[config.mk]
export PLATFORM = sky130hd
export DESIGN_NAME = mult_unit
export DESIGN_NICKNAME = d
export VERILOG_FILES = /design/src/rtl/mult_unit.sv
export SDC_FILE = /design/constraint.sdc
export NUM_CORES = 1
export LEC_CHECK = 0
export CAP_MARGIN = 0
export CORE_ASPECT_RATIO = 1.4
export CORE_MARGIN = 1.5
export CORE_UTILIZATION = 53
export DETAILED_ROUTE_END_ITERATION = 8
export PLACE_DENSITY = 0.8
export SLEW_MARGIN = 30
export SYNTH_ARGS = -nofsm -noshare
export SYNTH_HDL_FRONTEND = slang
export SYNTH_HIERARCHICAL = 1
export SYNTH_SLANG_ARGS = --single-unit
[constraint.sdc]
create_clock -name clk -period 18.3 [get_ports clk]
set_input_delay 3.66 -clock clk [delete_from_list [all_inputs] [get_ports clk]]
set_output_delay 3.66 -clock clk [all_outputs]
set_load 0.01 [all_outputs]
[src/rtl/mult_unit.sv]
// mult_unit: iterative shift-add multiplier, one ripple-carry add/shift step per clock.
// Optional macro MULT_SIGNED_EN adds the is_signed input (sign-magnitude signed multiply).

module mult_fa_cell (
  input  logic i_a,
  input  logic i_b,
  input  logic i_c,
  output logic o_s,
  output logic o_c
);
  assign o_s = i_a ^ i_b ^ i_c;
  assign o_c = (i_a & i_b) | (i_c & (i_a ^ i_b));
endmodule

module mult_unit #(
  parameter int WIDTH = 32
) (
  input  logic             clk,
  input  logic             rst,
  input  logic             start,
  input  logic [WIDTH-1:0] a,
  input  logic [WIDTH-1:0] b,
`ifdef MULT_SIGNED_EN
  input  logic             is_signed,
`endif
  output logic             busy,
  output logic             done,
  output logic [WIDTH-1:0] hi,
  output logic [WIDTH-1:0] lo
);

  localparam int PW    = 2 * WIDTH;
  localparam int CNT_W = (WIDTH > 1) ? $clog2(WIDTH) : 1;

  typedef enum logic [1:0] {
    S_IDLE,
    S_RUN,
    S_DONE
  } state_t;

  state_t             r_state;
  logic [WIDTH-1:0]   r_mcand;
  logic [PW-1:0]      r_prod;
  logic [CNT_W-1:0]   r_cnt;
  logic               r_busy;
  logic               r_done;
  logic [WIDTH-1:0]   r_hi;
  logic [WIDTH-1:0]   r_lo;

  logic [WIDTH-1:0]   w_a_op;
  logic [WIDTH-1:0]   w_b_op;
  logic [WIDTH-1:0]   w_addend;
  logic [WIDTH-1:0]   w_sum;
  logic [WIDTH:0]     w_carry;
  logic [PW-1:0]      w_next_prod;
  logic [PW-1:0]      w_result;

`ifdef MULT_SIGNED_EN
  logic               r_neg;
  logic               w_neg_in;

  function automatic logic [WIDTH-1:0] magnitude(input logic [WIDTH-1:0] v);
    return v[WIDTH-1] ? (~v + WIDTH'(1)) : v;
  endfunction

  function automatic logic [PW-1:0] negate_prod(input logic [PW-1:0] v);
    return ~v + PW'(1);
  endfunction

  assign w_a_op   = is_signed ? magnitude(a) : a;
  assign w_b_op   = is_signed ? magnitude(b) : b;
  assign w_neg_in = is_signed & (a[WIDTH-1] ^ b[WIDTH-1]);
  assign w_result = r_neg ? negate_prod(w_next_prod) : w_next_prod;
`else
  assign w_a_op   = a;
  assign w_b_op   = b;
  assign w_result = w_next_prod;
`endif

  // The multiplier occupies the low half of r_prod and is consumed LSB-first as it shifts out.
  assign w_addend   = r_prod[0] ? r_mcand : '0;
  assign w_carry[0] = 1'b0;

  for (genvar gi = 0; gi < WIDTH; gi++) begin : g_rca
    mult_fa_cell u_fa (
      .i_a (r_prod[WIDTH+gi]),
      .i_b (w_addend[gi]),
      .i_c (w_carry[gi]),
      .o_s (w_sum[gi]),
      .o_c (w_carry[gi+1])
    );
  end

  assign w_next_prod = {w_carry[WIDTH], w_sum, r_prod[WIDTH-1:1]};

  always_ff @(posedge clk or posedge rst) begin
    if (rst) begin
      r_state <= S_IDLE;
      r_mcand <= '0;
      r_prod  <= '0;
      r_cnt   <= '0;
      r_busy  <= 1'b0;
      r_done  <= 1'b0;
      r_hi    <= '0;
      r_lo    <= '0;
`ifdef MULT_SIGNED_EN
      r_neg   <= 1'b0;
`endif
    end else begin
      case (r_state)
        S_IDLE, S_DONE: begin
          r_done <= 1'b0;
          if (start) begin
            r_mcand <= w_a_op;
            r_prod  <= {{WIDTH{1'b0}}, w_b_op};
            r_cnt   <= '0;
            r_busy  <= 1'b1;
            r_state <= S_RUN;
`ifdef MULT_SIGNED_EN
            r_neg   <= w_neg_in;
`endif
          end else begin
            r_state <= S_IDLE;
          end
        end
        S_RUN: begin
          r_prod <= w_next_prod;
          r_cnt  <= r_cnt + CNT_W'(1);
          if (r_cnt == CNT_W'(WIDTH - 1)) begin
            r_busy  <= 1'b0;
            r_done  <= 1'b1;
            r_hi    <= w_result[PW-1:WIDTH];
            r_lo    <= w_result[WIDTH-1:0];
            r_state <= S_DONE;
          end
        end
        default: begin
          r_busy  <= 1'b0;
          r_done  <= 1'b0;
          r_state <= S_IDLE;
        end
      endcase
    end
  end

  assign busy = r_busy;
  assign done = r_done;
  assign hi   = r_hi;
  assign lo   = r_lo;

endmodule

==> results of run 1 <==
[routing by layer]
metal / GRT usage [%] / vias up
li1: - / 2229
met1: 28.8 / 2526
met2: 39.6 / 148
met3: 5.31 / 33
met4: 9.65 / 0
met5: 0 / -
[registers in the layout, indices dropped and copies added (netlist names)]
signal,flops
done,1
hi,32
r_prod,64
r_state,1
busy,1
lo,32
r_mcand,32
r_cnt,5
[worst min-delay path by stage]
stage,start,to,depth (start not counted)
floorplan,r_cnt[3]$_DFFE_PP0P_,r_cnt[3]$_DFFE_PP0P_,1
global placement,r_cnt[3]$_DFFE_PP0P_,r_cnt[3]$_DFFE_PP0P_,1
detailed placement,r_mcand[20]$_DFFE_PP0P_,r_mcand[20]$_DFFE_PP0P_,2
CTS,r_mcand[20]$_DFFE_PP0P_,r_mcand[20]$_DFFE_PP0P_,2
global route,r_mcand[16]$_DFFE_PP0P_,r_mcand[16]$_DFFE_PP0P_,2
finish,r_mcand[19]$_DFFE_PP0P_,r_mcand[19]$_DFFE_PP0P_,2
[synthesized netlist by cell type]
| cell type | instances |
|---|---|
| a22o_1 | 34 |
| a22oi_1 | 32 |
| and2_1 | 32 |
| and2b_1 | 1 |
| and3_1 | 1 |
| buf_1 | 11 |
| buf_2 | 11 |
| buf_4 | 1 |
| buf_6 | 6 |
| clkbuf_1 | 10 |
| conb_1 | 1 |
| dfrtp_1 | 168 |
| fa_1 | 32 |
| ha_1 | 2 |
| inv_1 | 2 |
| mux2_2 | 16 |
| mux2_4 | 49 |
| mux2i_1 | 2 |
| nand2_1 | 131 |
| nand2_2 | 1 |
| nand2b_1 | 1 |
| nand3_1 | 33 |
| nand4_1 | 1 |
| nor2_1 | 2 |
| nor2_2 | 1 |
| nor2b_1 | 1 |
| o21ai_0 | 3 |
| or2b_1 | 1 |
[worst min-delay path: stages (launching register included)]
cell and delay [ns]:
dfrtp_1 0.33, nand2_1 0.05, nand2_1 0.05
[cells by family after synthesis]
logic type               count (synthesis)
AND/OR/NAND/NOR                        206
flip-flops                             168
AO/OA/AOI/OAI                           69
multiplexers                            67
buffers and inverters                   41
adder cells (fa/ha/maj)                 34
other                                    1
[cell type report]
class / count / area (sq um) / area share [%]
Timing Repair Buffer: 140 / 1380 / 14.5
Sequential cell: 168 / 4200 / 44.3
Multi-Input combinational cell: 377 / 3090 / 32.6
Tap cell: 185 / 231 / 2.44
Clock inverter: 13 / 130 / 1.37
Inverter: 2 / 15.0 / 0.158
Clock buffer: 19 / 443 / 4.66
[power groups by stage]
stage	registers, mW	logic [mW]	clock network, mW
floorplan	0.690	0.439	0
global placement	0.675	0.711	0
detailed placement	0.687	0.745	0
CTS	0.684	0.753	0.353
global route	0.707	0.815	0.367
finish	0.683	0.743	0.346
[per-stage QoR]
stage | power, mW | util [%] | hold slack [ns] | instance area [sq um] | cells
2_1_floorplan | 1.13 | - | 0.437 | 7500 | 586
3_3_place_gp | 1.39 | 64.4 | 0.450 | 8920 | 872
3_5_place_dp | 1.43 | 64.4 | 0.455 | 8920 | 872
4_1_cts | 1.79 | 68.6 | 0.470 | 9490 | 904
5_1_grt | 1.89 | 68.6 | 0.499 | 9500 | 904
6_report | 1.77 | 68.6 | 0.466 | 9500 | 904
==> impl_metrics.json, run 1 <==
{
  "run_status": "finished, final reports clean",
  "tritoncts_clock_tree": "built",
  "crit_cells": 35,
  "syn-num-nets": 687,
  "i_o_buffers": 132,
  "cts_resized": 0,
  "vias_per_cell": 5.46,
  "pre_antenna_drt_iters": 4,
  "tightest_slew_ns": 0.857,
  "ir_drop_mv": 0.0936,
  "startpoint_type": "flop",
  "antenna_cells_inserted": 0,
  "die_area_sq_mm": 0.0149,
  "num-nets-final": 807,
  "p_int_mw": 1.18,
  "postSynthAreaPerCell_sq_um": 12.8,
  "critical_path_peak_fanout": 33,
  "core_area_sq_mm": 0.0138,
  "totalNegativeSetupSlack_ns": 0,
  "worst-endpoint-arrival_ns": 14.33,
  "layout-drive-gt1-share_pct": 15.3,
  "synth-compound-area-share_pct": 7.38,
  "globalRouteTotalUtil_pct": 23.2,
  "design.portCount": 133,
  "final_antenna_net_count": 0,
  "ys_ff_latch": 168,
  "grt_antenna_before_repair": 0,
  "power.share.combinational_pct": 41.9,
  "clock_latency_on_the_worst_skew_pair_ns": 0.43,
  "seqPwrFrac_pct": 38.5,
  "cts.htree.levels": 4,
  "cts_made_buffers": 17,
  "fill_cells": 1013,
  "basic_gate_share_of_the_synthesized_area_counting_and_or_nand_and_nor_cells_pct": 12.2,
  "relSlewSlack_pct": 42.9,
  "min_period_over_period_pct": 76.6,
  "final.min_clock_period_ns": 14.02,
  "worst_setup_path_endpoint": "hi[30]$_DFFE_PP0P_",
  "topRoutingLayerUsed": "met4",
  "floorplan.initialDensity_pct": 54.1,
  "setup.worst_path.end_class": "flop",
  "final_cell_mix": "dfrtp_1 (168), clkdlybuf4s50_1 (132), nand2_1 (131), mux2_4 (49), a22o_1 (34)",
  "post-synth-top-area-cell": "dfrtp_1",
  "pre_cts_slack_ns": 4.33,
  "power.switching_fraction_pct": 33.2,
  "worstReg2RegStart": "r_prod[0]$_DFFE_PP0P_",
  "r2r_end": "hi[30]$_DFFE_PP0P_",
  "vias_in_the_first_global_route": 5335,
  "worst_path_dominant_cell_family": "adder cells",
  "netlist_area_sq_mm": 0.00750,
  "ys_top_cells_by_area": "dfrtp_1 (56%), mux2_4 (9.8%), fa_1 (8.5%)",
  "worst_ep_required_time_ns": 18.61,
  "drv.max_cap_violation_count": 0,
  "critPathLaunch": "r_prod[0]$_DFFE_PP0P_",
  "globalRouteOverflowTotal": 0,
  "share_of_power_burned_in_the_clock_network_pct": 19.5,
  "met2_length_um": 8600,
  "power-per-cell-area_mw_per_mm2": 187,
  "timing.final.ws_setup_ns": 4.28,
  "final_setup_violation_count": 0,
  "critical-path-slowest-cell": "fa_1",
  "placementRows": 51,
  "cp.buffers_inverters": 1,
  "synth_mux_area_share_pct": 12.5,
  "grt_pass1_wl_um": 26900,
  "slowest_delay_ns": 0.47,
  "cts_hold_repair.buffers": 0,
  "die_width_um": 104,
  "reg2reg_slack_ns": 4.28,
  "fmax_mhz": 71.3,
  "final_max_slew_viol_count": 0,
  "synthToLayoutAreaGrowth_pct": 26.7,
  "postCtsSetupBuffers": 0,
  "share_of_the_synthesized_netlist_area_taken_by_xor_and_xnor_gates_pct": 0,
  "dr_total_vias": 4936,
  "cellLeakagePower_nw": 4.55,
  "die-height_um": 144,
  "post-route-drc-count": 0,
  "layout_commonest_cell": "dfrtp_1",
  "dr.first_iter.drc_count": 228,
  "synth_top_area_share_pct": 56.1,
  "maximum_number_of_pins_on_one_net_before_global_route_repair": 104,
  "total_switching_power_mw": 0.589,
  "critical_path.most_common_cell": "fa_1",
  "finalHoldViolCount": 0,
  "min_path_type": "reg -> reg",
  "globalplace.congestion": 0.814,
  "synth_top_family_by_area": "multiplexers",
  "synth_seq_area_share_pct": 56.1,
  "r2r.worst_path.cells": 35,
  "m1WireLength_um": 6680,
  "postSynthCellCount": 586,
  "routed-wl-met3_um": 594,
  "cts.sinks": 168,
  "netlist-cell-type-count": 28,
  "fin_skew_ns": 0.00832,
  "post_detail_place_hpwl_um": 10600,
  "clock_pin_transition_on_the_worst_setup_and_hold_timing_paths_ns": 0.06,
  "critical_path_class": "reg -> reg",
  "ys_warn_count": 6,
  "routed_wire_length_per_instance_um": 18.0,
  "grt_setup_unrepaired": "false",
  "cts_root_buf": "clkbuf_16",
  "clock_path_buffers": 2,
  "synthAdderAreaFrac_pct": 8.88,
  "drt-total-wl_um": 16300
}
Note: power is estimated with default switching activity, not from simulation.
==> inputs of run 2 (changes only) <==
Settings changed: CORE_UTILIZATION 53 to 48, PLACE_DENSITY 0.8 to 0.77.
Clock period 18.3 ns to 11.9 ns, I/O delays scaled along.
==> impl_metrics.json, run 2 (synthesis gave the netlist of run 1 again) <==
{
  "dr.first_iter.drc_count": 232,
  "floorplan.initialDensity_pct": 49.6,
  "seqPwrFrac_pct": 37.5,
  "layout_commonest_cell": "dfrtp_1",
  "post-route-drc-count": 0,
  "pre_cts_slack_ns": -0.423,
  "tightest_slew_ns": 0.767,
  "design_power_total_mw": 2.81,
  "core_area_sq_mm": 0.0151,
  "synthToLayoutAreaGrowth_pct": 28.7,
  "postCtsSetupBuffers": 0,
  "slowest_delay_ns": 0.43,
  "clock_latency_on_the_worst_skew_pair_ns": 0.41,
  "maximum_number_of_pins_on_one_net_before_global_route_repair": 99,
  "globalplace.congestion": 0.762,
  "power.switching_fraction_pct": 32.7,
  "final.min_clock_period_ns": 12.34,
  "startpoint_type": "flop",
  "i_o_buffers": 132,
  "num-nets-final": 807,
  "power-per-cell-area_mw_per_mm2": 291,
  "cp.buffers_inverters": 0,
  "run_status": "finished with violations",
  "vias_per_cell": 5.43,
  "totalNegativeSetupSlack_ns": -1.46,
  "pre_antenna_drt_iters": 4,
  "finalHoldViolCount": 0,
  "fin_skew_ns": 0.0102,
  "fmax_mhz": 81.1,
  "drt-total-wl_um": 16500,
  "globalRouteTotalUtil_pct": 21.3,
  "final_max_slew_viol_count": 0,
  "die_width_um": 109,
  "worst_path_dominant_cell_family": "adder cells",
  "fill_cells": 1185,
  "utilization_pct": 63.8,
  "relSlewSlack_pct": 48.9,
  "grt_pass1_wl_um": 27000,
  "placementRows": 53,
  "cts.htree.levels": 4,
  "die_area_sq_mm": 0.0164,
  "layout-drive-gt1-share_pct": 19.6,
  "globalRouteOverflowTotal": 0,
  "min_period_over_period_pct": 104,
  "antenna_cells_inserted": 0,
  "top_register": "r_prod",
  "routed_wire_length_per_instance_um": 18.2,
  "cts.sinks": 168,
  "timing.final.ws_setup_ns": -0.435,
  "grt_antenna_before_repair": 0,
  "final_cell_mix": "dfrtp_1 (168), clkdlybuf4s50_1 (132), nand2_1 (131), mux2_4 (49), a22o_1 (34)",
  "dr_total_vias": 4940,
  "cellLeakagePower_nw": 4.52,
  "drv.max_cap_violation_count": 0,
  "vias_in_the_first_global_route": 5450,
  "clock_pin_transition_on_the_worst_setup_and_hold_timing_paths_ns": 0.07,
  "critical-path-slowest-cell": "fa_2",
  "failed_checks": "setup timing",
  "final_antenna_net_count": 0,
  "flip_flop_count_of_the_largest_register_after_layout": 64,
  "clock_path_buffers": 2,
  "ir_drop_mv": 0.139,
  "worst_ep_required_time_ns": 12.20,
  "post_detail_place_hpwl_um": 10800,
  "p_int_mw": 1.89,
  "total_switching_power_mw": 0.920,
  "worst-endpoint-arrival_ns": 12.63,
  "cts_made_buffers": 17,
  "critical_path.most_common_cell": "fa_2",
  "tritoncts_clock_tree": "built",
  "final_setup_violation_count": 6,
  "design.portCount": 133,
  "setup.worst_path.end_class": "flop",
  "critical_path_class": "reg -> reg",
  "cts_root_buf": "clkbuf_16",
  "min_path_type": "reg -> reg",
  "grt_setup_unrepaired": "true",
  "die-height_um": 151,
  "power.share.combinational_pct": 41.9,
  "share_of_power_burned_in_the_clock_network_pct": 20.6,
  "reg2reg_slack_ns": -0.44,
  "critical_path_peak_fanout": 2
}
run 2: layout make-up:
class	instances	area, sq um	area share, %
clock buffers	20	447	4.63
clock inverters	11	173	1.79
inverters	2	15.0	0.156
multi-input cells	377	3180	33.0
flip-flops and latches	168	4200	43.6
well taps	192	240	2.49
repair buffers	140	1390	14.4
run 2: worst paths after layout:
kind                       cells past startpoint                    from                endpoint
min reg2reg                                    2  r_mcand[2]$_DFFE_PP0P_  r_mcand[2]$_DFFE_PP0P_
max reg2reg                                   34  r_mcand[0]$_DFFE_PP0P_      hi[30]$_DFFE_PP0P_
max                                           34  r_mcand[0]$_DFFE_PP0P_      hi[30]$_DFFE_PP0P_
min                                            2  r_mcand[2]$_DFFE_PP0P_  r_mcand[2]$_DFFE_PP0P_
min in group asynchronous                      2                     rst      lo[24]$_DFFE_PP0P_
max in group asynchronous                      3                     rst  r_mcand[0]$_DFFE_PP0P_
run 2: worst reg2reg max path, delay by kind of cell (launching register included):
| family | cells | cell delay, ns |
|---|---|---|
| adders and majority gates | 32 | 11.35 |
| DFF | 1 | 0.39 |
| and+or+nand+nor | 1 | 0.17 |
| muxes | 1 | 0.29 |
run 2: power groups by stage:
stage | logic, mW | registers (mW) | clock network, mW
after floorplan | 0.698 | 1.07 | 0
after global placement | 1.13 | 1.04 | 0
after detailed placement | 1.18 | 1.06 | 0
after CTS | 1.19 | 1.05 | 0.588
after global routing | 1.29 | 1.09 | 0.610
final | 1.18 | 1.05 | 0.580
run 2: metal layers:
layer	up-vias	global-route usage, %	share of wire (%)
met1	2533	26.7	41
met2	159	37.1	52
met5	-	0	0
met4	0	6.97	1.7
li1	2221	-	-
met3	27	3.96	4.8
run 2: repair_timing:
action,CTS,global route
hold buffers,0,0
resized for setup,1,0
endpoints found under the setup margin,5,6
run 2: per-stage QoR:
step | std cells | hold WS [ns] | instance area [sq um]
floorplan | 586 | 0.437 | 7580
global placement | 879 | 0.450 | 9010
detailed placement | 879 | 0.455 | 9020
CTS | 910 | 0.470 | 9640
global route | 910 | 0.481 | 9650
finish | 910 | 0.466 | 9650
